**config.mk**
```make
export PLATFORM = sky130hd
export DESIGN_NAME = noc_resp_injector
export DESIGN_NICKNAME = d
export VERILOG_FILES = /design/src/rtl/noc_resp_injector.sv
export SDC_FILE = /design/constraint.sdc
export NUM_CORES = 1
export LEC_CHECK = 0
export ABC_CLOCK_PERIOD_IN_PS = 4300
export CAP_MARGIN = 20
export CELL_PAD_IN_SITES_DETAIL_PLACEMENT = 1
export CELL_PAD_IN_SITES_GLOBAL_PLACEMENT = 2
export CORE_MARGIN = 5
export CORE_UTILIZATION = 43
export CTS_CLUSTER_DIAMETER = 200
export DETAILED_ROUTE_END_ITERATION = 10
export GPL_TIMING_DRIVEN = 0
export PLACE_DENSITY_LB_ADDON = 0.05
export SLEW_MARGIN = 40
export SYNTH_ARGS = -nofsm -noshare
export SYNTH_HDL_FRONTEND = slang
export SYNTH_SLANG_ARGS = --single-unit
export TNS_END_PERCENT = 10
```
**constraint.sdc**
```tcl
create_clock -name clk -period 4.3 [get_ports clk]
set_input_delay 1.075 -clock clk [delete_from_list [all_inputs] [get_ports clk]]
set_output_delay 1.075 -clock clk [all_outputs]
set_load 0.05 [all_outputs]
```
**src/rtl/noc_resp_injector.sv**
```systemverilog
// Local-node response injector: queues PE response words and writes them as 21-bit flits
// into a router input port under full/almost_full backpressure. Optional macro: RESP_PARITY_EN.
module noc_resp_injector #(
  parameter int QDEPTH    = 4,
  parameter int MAX_BURST = 8
) (
  input  logic                      clk,
  input  logic                      reset_n,
  input  logic                      resp_valid,
  output logic                      resp_ready,
  input  logic [1:0]                resp_dir,
  input  logic [17:0]               resp_payload,
  output logic                      flit_write,
  output logic [20:0]               flit_data,
  input  logic                      full,
  input  logic                      almost_full,
  output logic [$clog2(QDEPTH):0]   q_count,
  output logic [15:0]               sent_count
);

  localparam int AW = $clog2(QDEPTH);
  localparam int CW = AW + 1;
  localparam int BW = $clog2(MAX_BURST + 1);

  typedef enum logic [1:0] {IDLE, SEND, GAP} state_e;

  state_e          state_q, state_d;
  logic [BW-1:0]   burst_q, burst_d;
  logic [AW-1:0]   wr_ptr_q, rd_ptr_q;
  logic [CW-1:0]   count_q, count_d;
  logic [19:0]     mem_q [QDEPTH];
  logic            flit_write_q;
  logic [20:0]     flit_data_q, flit_next;
  logic [15:0]     sent_q;
  logic [19:0]     head;
  logic            push, stop, issue;

  assign resp_ready = (count_q < CW'(QDEPTH));
  assign push       = resp_valid & resp_ready;
  assign stop       = full | almost_full;
  assign issue      = (count_q != '0) & ~stop & (state_q != GAP);
  assign head       = mem_q[rd_ptr_q];

`ifdef RESP_PARITY_EN
  logic [19:0] flit_body;
  assign flit_body = {head[18:2], head[1:0], 1'b1};
  assign flit_next = {^flit_body, flit_body};
`else
  assign flit_next = {head, 1'b1};
`endif

  always_comb begin
    count_d = count_q;
    case ({push, issue})
      2'b10:   count_d = count_q + 1'b1;
      2'b01:   count_d = count_q - 1'b1;
      default: count_d = count_q;
    endcase
  end

  // NOTE: every always_comb output gets a default first so no path infers a latch.
  always_comb begin
    state_d = state_q;
    burst_d = burst_q;
    case (state_q)
      IDLE: begin
        if (issue) begin
          if (MAX_BURST == 1) begin
            state_d = GAP;
            burst_d = '0;
          end else begin
            state_d = SEND;
            burst_d = BW'(1);
          end
        end
      end
      SEND: begin
        if (!issue) begin
          state_d = IDLE;
          burst_d = '0;
        end else if (burst_q == BW'(MAX_BURST - 1)) begin
          // This write completes the burst; the next cycle is the forced bubble.
          state_d = GAP;
          burst_d = '0;
        end else begin
          burst_d = burst_q + 1'b1;
        end
      end
      default: begin
        state_d = IDLE;
        burst_d = '0;
      end
    endcase
  end

  // NOTE: queue storage is not reset; pointers and count define validity, so reset
  // still drops everything queued.
  always_ff @(posedge clk) begin
    if (push) mem_q[wr_ptr_q] <= {resp_payload, resp_dir};
  end

  // NOTE: sequential state uses non-blocking assignments only.
  always_ff @(posedge clk or negedge reset_n) begin
    if (!reset_n) begin
      state_q      <= IDLE;
      burst_q      <= '0;
      wr_ptr_q     <= '0;
      rd_ptr_q     <= '0;
      count_q      <= '0;
      flit_write_q <= 1'b0;
      flit_data_q  <= '0;
      sent_q       <= '0;
    end else begin
      state_q <= state_d;
      burst_q <= burst_d;
      count_q <= count_d;
      if (push) wr_ptr_q <= wr_ptr_q + 1'b1;
      if (issue) begin
        rd_ptr_q     <= rd_ptr_q + 1'b1;
        flit_write_q <= 1'b1;
        flit_data_q  <= flit_next;
        sent_q       <= sent_q + 1'b1;
      end else begin
        flit_write_q <= 1'b0;
        flit_data_q  <= '0;
      end
    end
  end

  assign flit_write = flit_write_q;
  assign flit_data  = flit_data_q;
  assign q_count    = count_q;
  assign sent_count = sent_q;

endmodule

```
## Word-level counts from Yosys, hierarchy flattened

Memory sizes are Yosys's and may differ from the RTL's.
Index checks and enable logic that the tools add are counted.

| storage, ports and cells | value |
|---|---|
| output and inout bits | 42 |
| memories | 1 |
| bits in writable memories | 80 |
| register bits after elaboration | 51 |
| word-level logic and storage cells | 45 |
| input bits | 25 |

| operators by class | value |
|---|---|
| $add $sub $neg | 6 |
| multiplexer cells | 13 |
| eq/ne operators | 7 |
| reduce and logical (&&, ||, !) cells | 4 |
| order comparisons | 1 |
| bitwise logic cells | 5 |

Memory list:

| name | depth | width | read ports | clocked after Yosys merged registers in | write ports | RTL line | source |
|---|---|---|---|---|---|---|---|
| mem_q | 4 | 20 | 1 | 0 | 1 | 31 | `logic [19:0] mem_q [QDEPTH];` |

Operators with widths:

| operator | number |
|---|---|
| $mux 21 | 1 |
| $add 16x1->16 const B | 1 |
| $mux 4 | 3 |
| $pmux 4 s2 | 1 |
| $mux 2 | 3 |
| $pmux 3 s2 | 1 |
| $add 2x1->2 const B | 2 |
| $add 4x1->4 const B | 1 |
| $eq 2x1->1 const B | 2 |
| $eq 4x3->1 const B | 1 |
| $ne 2x2->1 const B | 2 |
| $pmux 2 s2 | 1 |
| $add 3x1->3 const B | 1 |
| $and 1x1->1 | 3 |
| $lt 3x3->1 const B | 1 |
| $mux 1 | 3 |
| $ne 3x3->1 const B | 1 |
| $reduce_bool 3->1 | 1 |
| $sub 3x1->3 const B | 1 |
| $eq 2x2->1 const B | 1 |
| $logic_not 2->1 | 1 |
| $reduce_and 2->1 | 1 |
| $reduce_bool 2->1 | 1 |
| $not 1->1 | 1 |
| $or 1x1->1 | 1 |

## Depth between registers and ports, before layout

| depth | value |
|---|---|
| depth after elaboration | 6 |
| mapped depth | 10 |
| mapped depth without buffers | 9 |

## Least setup slack after synthesis

OpenSTA, ideal clock, no wires.

| timing path | value |
|---|---|
| path kind | input to register |
| start | in almost_full |
| end | reg count_q[2] (netlist: q_count[2]) |
| arrival time | 2.667 ns |
| required time | 4.161 ns |
| path buffers | 1 |
| slack | 1.494 ns |
| setup time | 0.139 ns |
| cell stages on the path | 10 |
| cells stage by stage | nor2_1 > nand3_2 > inv_2 > clkbuf_1 > ha_1 > inv_1 > fa_1 > xor2_1 > nor2_1 > xnor2_1 |

| between the ends | value |
|---|---|
| cells in the longest elaborated chain, start to end | 6 |
| elaborated cells on any way between the ends | 8 |
| classes of those cells | eq/ne (2); mux (1); bitwise (4); reduce/logical (1) |

RTL lines:

| item | RTL line | source |
|---|---|---|
| from (decl) | 16 | `input logic almost_full,` |
| $or 1x1->1 (*) | 40 | `assign stop = full \| almost_full;` |
| $not 1->1 (*) | 41 | `assign issue = (count_q != '0) & ~stop & (state_q != GAP);` |
| $and 1x1->1 (*) (2 in series) | 41 |  |
| named net issue | 36 | `logic push, stop, issue;` |
| $eq 2x1->1 / $eq 2x2->1 (equally long branches) | 54 | `case ({push, issue})` |
| $pmux 3 s2 / $reduce_bool 2->1 (equally long branches) | - |  |
| to (signal assigned) | 116 | `count_q <= count_d;` |
| to (decl) | 30 | `logic [CW-1:0] count_q, count_d;` |

Mark *: on every way through the listed nets, which the timed path passes. The rest lies on a longest branch.
A chain may end at the register's enable or synchronous reset.

## Worst setup path in the final report

Ends and elaborated chain as after synthesis.

==> results.json <==
{
  "status": "completed",
  "holdBufCountCts": 0,
  "dr.pass1.iters": 4,
  "clk_latency_ps": 410,
  "p_leak_nw": 2.45,
  "die-area_mm2": 0.0139,
  "fp.coreArea_mm2": 0.0114,
  "rsz0062_at_grt": "no",
  "final_hold_viol_count": 0,
  "syn-cell-area_mm2": 0.00499,
  "setup_violations": 0,
  "io_pins": 67,
  "place_congestion": 0.718,
  "post_cts_buffers": 0,
  "reg2reg_depth": 10,
  "timing.rr.end": "q_count[2]",
  "r2r_slack_ps": 1720,
  "syn_avg_cell_area_um2": 17.8,
  "drc": 0,
  "crit_type": "input port to flop",
  "row_count": 39,
  "die_h_um": 118,
  "wl_per_cell_um": 18.7,
  "cp_max_fo": 11,
  "cts_tree": "built",
  "min_path_type": "flop to flop",
  "grt_pass1_wl_um": 16300,
  "slew_headroom": 0.540,
  "synth_cell_types": 37,
  "drt_iter0_drc": 124,
  "skew_ps": 6.33,
  "cts_buffers": 17,
  "areaGrowthSynthToFinish_pct": 28.5,
  "cp-end-kind": "flop",
  "drive_above_1_share": 0.166,
  "routed_via_density": 5.04,
  "num-fill-cells": 1054,
  "synth_adder_area_share": 0.0215,
  "routed_wl_um": 9770,
  "final_common_cell": "edfxtp_1",
  "ctsRootBufferMaster": "clkbuf_16",
  "clock-sinks": 130,
  "place_area_mm2": 0.00586,
  "ant_nets": 0,
  "grt_usage": 0.153,
  "cp-start-kind": "input port",
  "syn-instance-count": 281,
  "slew_viol_final": 0,
  "cts.htree.levels": 4,
  "num-nets-final": 400,
  "cap_viol_max_count": 0,
  "synth_mux_area_frac": 0.0944,
  "ys.warnings.count": 0,
  "fin_util": 0.562,
  "ctsResizeCount": 0,
  "syn_nets": 314,
  "clockBufferDepth": 2,
  "critPathRequiredTime_ps": 4630,
  "synth-simple-area-share": 0.0897,
  "ys_top_cells_by_area": "edfxtp_1 48%, dfrtp_1 25%, mux4_2 9.0%",
  "synth.largest_area_cell": "edfxtp_1",
  "period_share": 0.761,
  "p_per_area_mw_per_mm2": 647,
  "seq_area_frac_synth": 0.731,
  "antennaDiodeCount": 0,
  "fin_setup_tns_ps": 0,
  "finalInstanceArea_mm2": 0.00642,
  "synth_compound_area_frac": 0.00576,
  "hold_path_depth": 1,
  "fp.dieW_um": 118,
  "peakVddDrop_mv": 0.327,
  "path_clk_slew_ps": 50,
  "fin_crit_ps": 3270,
  "routed-via-count": 2635,
  "start_util": 0.437,
  "dp_slack_ps": 476,
  "antenna_found_initial": 0,
  "crit_path_end": "q_count[2]",
  "post-dp-hpwl_um": 6150,
  "grt_max_degree": 31,
  "grt_overflow": 0,
  "synth_top_family_by_area": "multiplexers",
  "ys_ff_latch": 130,
  "layout_common_cells": "80 x edfxtp_1, 65 x clkdlybuf4s50_1, 50 x dfrtp_1, 21 x and2_1, 20 x mux4_2",
  "r2r_start": "q_count[0]",
  "portBuffers": 66,
  "cp_data_arrival_time_ps": 3610,
  "synth_xor_area_frac": 0.0401,
  "cp-startpoint": "almost_full",
  "setup_slack_ps": 1030,
  "first_global_vias": 2995,
  "synth_top_area_share": 0.481,
  "fmax_ghz": 0.305,
  "worst_pin_slew_ps": 691
}
metal layers:
layer,track usage,wire length [um],vias to the layer above,share of wire
li1,-,-,1217,-
met1,0.186,4160,1354,0.43
met2,0.250,5060,51,0.52
met3,0.0514,401,13,0.041
met4,0.0645,144,0,0.015
met5,0,0,-,0
how the worst min path moves through the flow:
stage	startpoint	endpoint	slack (ps)
detailed placement	sent_count[10]	sent_count[10]	500
floorplan	state_q[1]	burst_q[1]	490
CTS	sent_count[10]	sent_count[10]	510
global placement	sent_count[15]	sent_count[15]	490
global route	sent_count[15]	sent_count[15]	530
finish	sent_count[10]	sent_count[10]	500
Yosys cell counts (all sizes together):
master,instances
nand2b,1
xor2,9
ha,7
mux2i,1
nand4b,1
or4b,1
nand2,11
and2,25
edfxtp,80
nor2b,1
a2111oi,1
nand3b,3
buf,4
nor2,7
xnor2,13
nand3,10
inv,10
or3,1
a21oi,3
nand4,4
dfrtp,50
and4,1
o21ai,1
clkbuf,5
nor3,3
mux2,1
nor3b,1
nor4,5
fa,1
mux4,20
worst max-delay path, cell delays in order:
cell and delay (ps):
clkdlybuf4s50_1 390, nor2_1 200, nand3_2 160, inv_2 190, clkbuf_1 460, ha_1 290
inv_1 60, fa_1 370, xor2_1 150, nor2_1 120, xnor2_1 120
where the power goes:
part           internal, mW  switching, mW
logic                 0.462          0.661
clock network         0.880          0.488
registers              1.55          0.110
layout make-up:
type,count,area [um^2],share of cell area
repair buffers,67,678,0.106
inverters,10,37.5,0.00585
flip-flops and latches,130,3650,0.569
clock inverters,6,81.3,0.0127
multi-input cells,132,1260,0.197
plain buffers,9,47.5,0.00741
well taps,143,179,0.0279
clock buffers,26,479,0.0747
stage by stage:
step,hold slack (ps),power (mW),cells
after floorplan,492,2.45,281
after global placement,489,2.81,490
after detailed placement,505,2.84,491
after CTS,512,4.22,523
after global routing,528,4.36,523
final,501,4.15,523
sequential cells by signal, summed over array words and instances, names as in the netlist:
name	flops
burst_q	4
flit_data	21
mem_q	80
q_count	3
rd_ptr_q	2
sent_count	16
state_q	2
wr_ptr_q	2
cell families (layout without fill, tap and decap cells):
logic type,after synthesis,after routing
flops,130,130
simple gates,75,75
xor+xnor,22,22
mux,22,22
buf+inv,19,118
fa+ha+maj,8,8
compound gates,5,5
Power figures use the tool's default switching activity.
